`src/rtl/piso_shifter.sv`:
```
// piso_shifter
//   Parallel-in/serial-out shift stage. Accepts a WIDTH-bit word on a valid/ready
//   handshake and streams it LSB-first, one bit per clock, on oSerial. oSerialValid
//   qualifies each data (or parity) bit, and oDone pulses for one cycle after the
//   last bit.
//
//   Optional feature macro: PISO_PARITY_EN
//     defined   : one extra PARITY bit (XOR of the loaded word) follows the data bits
//     undefined : SHIFT goes straight to DONE; no parity logic is built
//
//   Ports
//     iClk          in   1      clock, all state updates on posedge
//     iClr          in   1      asynchronous active-high reset
//     iData         in   WIDTH  parallel word, sampled on the accept edge only
//     iValid        in   1      iData is valid
//     oReady        out  1      block can accept a word this cycle
//     iHold         in   1      freeze shifting while high (SHIFT/PARITY only)
//     oSerial       out  1      serial bit, LSB first
//     oSerialValid  out  1      oSerial carries a data or parity bit
//     oDone         out  1      one-cycle pulse after the last bit
//
//   state  | meaning
//   IDLE   | waiting for a word, oReady high (once out of reset)
//   SHIFT  | data bit shreg_q[0] on oSerial
//   PARITY | parity bit on oSerial (PISO_PARITY_EN only)
//   DONE   | one-cycle completion pulse, then back to IDLE

module piso_shifter #(
    parameter int WIDTH = 8,
    parameter int CNT_W = 3
) (
    input  logic             iClk,
    input  logic             iClr,
    input  logic [WIDTH-1:0] iData,
    input  logic             iValid,
    output logic             oReady,
    input  logic             iHold,
    output logic             oSerial,
    output logic             oSerialValid,
    output logic             oDone
);

    typedef enum logic [1:0] {
        ST_IDLE   = 2'd0,
        ST_SHIFT  = 2'd1,
`ifdef PISO_PARITY_EN
        ST_PARITY = 2'd2,
`endif
        ST_DONE   = 2'd3
    } state_t;

    state_t             state_q, state_d;
    logic [WIDTH-1:0]   shreg_q, shreg_d;
    logic [CNT_W-1:0]   cnt_q, cnt_d;
    // Held low through reset and set on the first clock edge afterwards, so oReady
    // comes up in the first cycle after iClr falls without decoding iClr itself.
    logic               rdy_arm_q, rdy_arm_d;
`ifdef PISO_PARITY_EN
    logic               parity_q, parity_d;
`endif

    logic accept;
    logic last_bit;

    assign accept   = (state_q == ST_IDLE) && rdy_arm_q && iValid;
    assign last_bit = (cnt_q == CNT_W'(WIDTH - 1));

    // State and datapath registers
    always_ff @(posedge iClk or posedge iClr) begin
        if (iClr) begin
            state_q   <= ST_IDLE;
            shreg_q   <= '0;
            cnt_q     <= '0;
            rdy_arm_q <= 1'b0;
`ifdef PISO_PARITY_EN
            parity_q  <= 1'b0;
`endif
        end else begin
            state_q   <= state_d;
            shreg_q   <= shreg_d;
            cnt_q     <= cnt_d;
            rdy_arm_q <= rdy_arm_d;
`ifdef PISO_PARITY_EN
            parity_q  <= parity_d;
`endif
        end
    end

    // Next-state logic
    always_comb begin
        state_d = state_q;
        case (state_q)
            ST_IDLE: begin
                if (accept) state_d = ST_SHIFT;
            end
            ST_SHIFT: begin
                if (!iHold && last_bit) begin
`ifdef PISO_PARITY_EN
                    state_d = ST_PARITY;
`else
                    state_d = ST_DONE;
`endif
                end
            end
`ifdef PISO_PARITY_EN
            ST_PARITY: begin
                if (!iHold) state_d = ST_DONE;
            end
`endif
            ST_DONE: state_d = ST_IDLE;
            default: state_d = ST_IDLE;
        endcase
    end

    // Datapath next values
    always_comb begin
        shreg_d   = shreg_q;
        cnt_d     = cnt_q;
        rdy_arm_d = 1'b1;
`ifdef PISO_PARITY_EN
        parity_d  = parity_q;
`endif
        if (accept) begin
            shreg_d  = iData;
            cnt_d    = '0;
`ifdef PISO_PARITY_EN
            parity_d = ^iData;
`endif
        end else if (state_q == ST_SHIFT && !iHold) begin
            shreg_d = {1'b0, shreg_q[WIDTH-1:1]};
            cnt_d   = cnt_q + 1'b1;
        end
    end

    // Outputs decoded from registered state only
    always_comb begin
        oReady       = 1'b0;
        oSerial      = 1'b0;
        oSerialValid = 1'b0;
        oDone        = 1'b0;
        case (state_q)
            ST_IDLE:  oReady = rdy_arm_q;
            ST_SHIFT: begin
                oSerial      = shreg_q[0];
                oSerialValid = 1'b1;
            end
`ifdef PISO_PARITY_EN
            ST_PARITY: begin
                oSerial      = parity_q;
                oSerialValid = 1'b1;
            end
`endif
            ST_DONE:  oDone = 1'b1;
            default: ;
        endcase
    end

endmodule
```
`config.mk`:
```
export PLATFORM = sky130hd
export DESIGN_NAME = piso_shifter
export DESIGN_NICKNAME = d
export VERILOG_FILES = /design/src/rtl/piso_shifter.sv
export SDC_FILE = /design/constraint.sdc
export NUM_CORES = 1
export LEC_CHECK = 0
export ABC_AREA = 0
export ABC_CLOCK_PERIOD_IN_PS = 1750
export CORE_UTILIZATION = 45
export CTS_BUF_LIST = sky130_fd_sc_hd__clkbuf_8 sky130_fd_sc_hd__clkbuf_16
export DETAILED_ROUTE_END_ITERATION = 10
export PLACE_DENSITY = 0.73
export SYNTH_ARGS = -nofsm -noshare
export SYNTH_HDL_FRONTEND = slang
export SYNTH_SLANG_ARGS = --single-unit
export TNS_END_PERCENT = 20
```
`constraint.sdc`:
```
create_clock -name iClk -period 1.75 [get_ports iClk]
set_input_delay 0.175 -clock iClk [delete_from_list [all_inputs] [get_ports iClk]]
set_output_delay 0.175 -clock iClk [all_outputs]
set_load 0.02 [all_outputs]
```
==> impl_metrics.py, run 1 <==
metrics = {
    "setup_path": {
        "required_ns": 1.57,
        "arrival_ns": 1.51,
        "crit_fanout": 7,
        "crit_end": "oSerialValid",
        "r2r_slack_ns": 0.42,
        "worstSetupEndpointType": "output pin",
        "startpoint": "state_q[1]$_DFFE_PP0P_",
        "rr_endpoint": "cnt_q[1]$_DFFE_PP0P_",
        "worstReg2RegStart": "state_q[1]$_DFFE_PP0P_",
        "critPathKind": "register to output pin",
        "crit_path_start_kind": "register",
        "reg2reg_depth": 3,
    },
    "global_routing": {
        "grt_usage": 0.1892,
        "grt_antenna_before_repair": 0,
        "first_global_vias": 473,
        "overflow": 0,
        "grt_max_degree": 15,
        "grt_pass1_wl_um": 2049,
    },
    "yosys": {
        "synthTopCellsByArea": "dfrtp_1 (52%), a21oi_1 (12%), nand2_1 (7.2%)",
        "yosysMostFrequentCell": "a21oi_1",
        "async_reset_ff_frac": 1.000,
        "synthCells": 71,
        "avgSynthCellArea_um2": 9.569,
        "syn_nets": 85,
        "synth_seq_cells": 14,
        "yosysTopAreaCell": "dfrtp_1",
        "ys_warn_count": 0,
        "synth-main-ff-cell": "dfrtp_1",
        "syn-cell-area_um2": 679.4,
        "synth.distinct_cells": 21,
        "synth_top_area_share": 0.5157,
        "netlist_top_cells_count": "a21oi_1 (16), dfrtp_1 (14), nand2_1 (13)",
        "synth_edf_count": 0,
        "ys_seq_area_frac": 0.5157,
    },
    "job": {
        "drv_cap": 0,
    },
    "clocking": {
        "htree_levels": 1,
        "cts_resized": 1,
        "post_cts_buffers": 0,
        "ctsHoldBuffers": 0,
        "clk_latency_ns": 0.24,
        "clockBufferDepth": 2,
        "clock-sinks": 14,
        "cts_tree": "built",
        "clk_pin_slew_worst_paths_ns": 0.06,
        "cts_buffers": 3,
        "clockRootBuffer": "clkbuf_8",
    },
    "placement": {
        "portBuffers": 15,
        "gp_congestion": 0.6725,
        "place_area_um2": 832.0,
    },
    "timing": {
        "finalSetupTns_ns": 0,
        "rsz0062_at_grt": "no",
        "finalHoldViolations": 0,
        "setup_viol": 0,
        "min_period_ns": 1.685,
        "fin_skew_ns": 0.003648,
        "drv_slew": 0,
        "finalCritPeriodShare": 0.9628,
        "worst_pin_slew_ns": 0.5289,
        "fmax_mhz": 593.5,
        "whs_ns": 0.2707,
        "slew_headroom": 0.6470,
    },
    "drt": {
        "drt_iter0_markers": 16,
        "vias_per_cell": 4.902,
        "vias": 500,
        "drc": 0,
        "post_drt_wl_per_cell_um": 11.22,
        "drt-pass1-iter-count": 4,
        "routed_wl_um": 1144,
        "detail-route-antenna-nets": 0,
    },
    "floorplanning": {
        "fp.dieW_um": 40.86,
        "die-area_mm2": 0.001669,
        "die_h_um": 40.86,
        "rows": 13,
        "io_pins": 16,
        "core_mm2": 0.001350,
        "start_util": 0.5032,
    },
    "pwr": {
        "p_leak_nw": 0.3935,
        "p_total_w": 0.001193,
        "power.density_mw_per_mm2": 1368,
        "irDropWorstVdd_uv": 683.4,
    },
    "cells_and_area": {
        "syn2layout_area_growth_pct": 28.36,
        "nets": 103,
        "num_antenna_cells": 0,
        "drive_above_1_share": 0.1149,
        "seq_area_um2": 350.3,
        "multi_input_area_um2": 294.0,
        "fill_cells": 121,
        "fin_area_um2": 872.1,
    },
    "min_path": {
        "hold_class": "input pin to async pin",
    },
    "status": {
        "status": "finished clean",
    },
}
power by group:
group	switching [W]	total, W	internal [W]
Sequential	0.0000745	0.000524	0.000449
Clock	0.000105	0.000256	0.000152
Combinational	0.000204	0.000413	0.000209
Total	0.000383	0.00119	0.000810
flip-flops by register name, summed over array words and instances, names as in the netlist:
name,flops
cnt_q,3
shreg_q,8
rdy_arm_q,1
state_q,2
cell type report:
cell class | instances | area share
sequential | 14 | 0.4017
multi-input combinational | 52 | 0.3372
timing repair buffer | 17 | 0.1879
clock buffer | 3 | 0.04735
tap | 15 | 0.02152
inverter | 1 | 0.004304
cells by family (layout without fill, tap and decap cells):
| family | after synthesis | after routing | share of synthesized area |
|---|---|---|---|
| compound gates | 16 | 16 | 0.1179 |
| buf+inv | 5 | 21 | 0.05155 |
| simple gates | 32 | 32 | 0.2597 |
| xor+xnor | 1 | 1 | 0.01289 |
| other cells | 1 | 1 | 0.005520 |
| fa+ha+maj | 2 | 2 | 0.03683 |
| flops | 14 | 14 | 0.5157 |
routing by layer:
layer	GRT usage	vias up	wire length (um)
li1	-	266	-
met1	0.2500	223	550
met2	0.2930	11	544
met3	0.03261	0	49
met4	0.1000	0	0
met5	0	-	0
stage by stage:
step | worst slack (ns) | cells | utilization
4_1_cts | 0.06620 | 102 | 0.6460
2_1_floorplan | 0.5935 | 71 | -
3_3_place_gp | 0.2184 | 99 | 0.6163
3_5_place_dp | 0.2012 | 99 | 0.6163
6_report | 0.06514 | 102 | 0.6460
5_1_grt | 0.01199 | 102 | 0.6460
placed cells by master, fill, tap and decap left out:
master           instances
and2_1                   2
clkdlybuf4s50_1         14
nand3_2                  1
or3b_1                   1
and2b_2                  1
dlygate4sd2_1            1
nor2_1                   8
buf_4                    2
and4bb_2                 1
nor3b_2                  1
dfrtp_1                 14
inv_1                    1
clkbuf_8                 3
ha_1                     2
conb_1                   1
a21oi_1                 16
nand2b_1                 1
and2_2                   1
nand2_1                 13
nor3b_1                  1
xnor2_1                  1
nand4bb_1                1
worst min path at each step:
stage	slack (ns)	to	cells after the start
2_1_floorplan	0.06	cnt_q[0]$_DFFE_PP0P_	1
3_3_place_gp	0.50	shreg_q[7]$_DFFE_PP0P_	2
3_5_place_dp	0.50	shreg_q[7]$_DFFE_PP0P_	2
4_1_cts	0.29	shreg_q[3]$_DFFE_PP0P_	2
5_1_grt	0.35	shreg_q[2]$_DFFE_PP0P_	2
6_report	0.27	shreg_q[6]$_DFFE_PP0P_	2
worst max-delay path, cell delays in order, from the launching register on:
cell and delay, ns:
dfrtp_1 0.43, and2b_2 0.25, clkdlybuf4s50_1 0.59
Note: power is estimated with default switching activity, not from simulation.
==> inputs of run 2 (changes only) <==
- CTS_CLUSTER_DIAMETER: unset -> 60
==> results of run 2 <==
No change in the layout: final DEF, timing and power equal those of run 1.
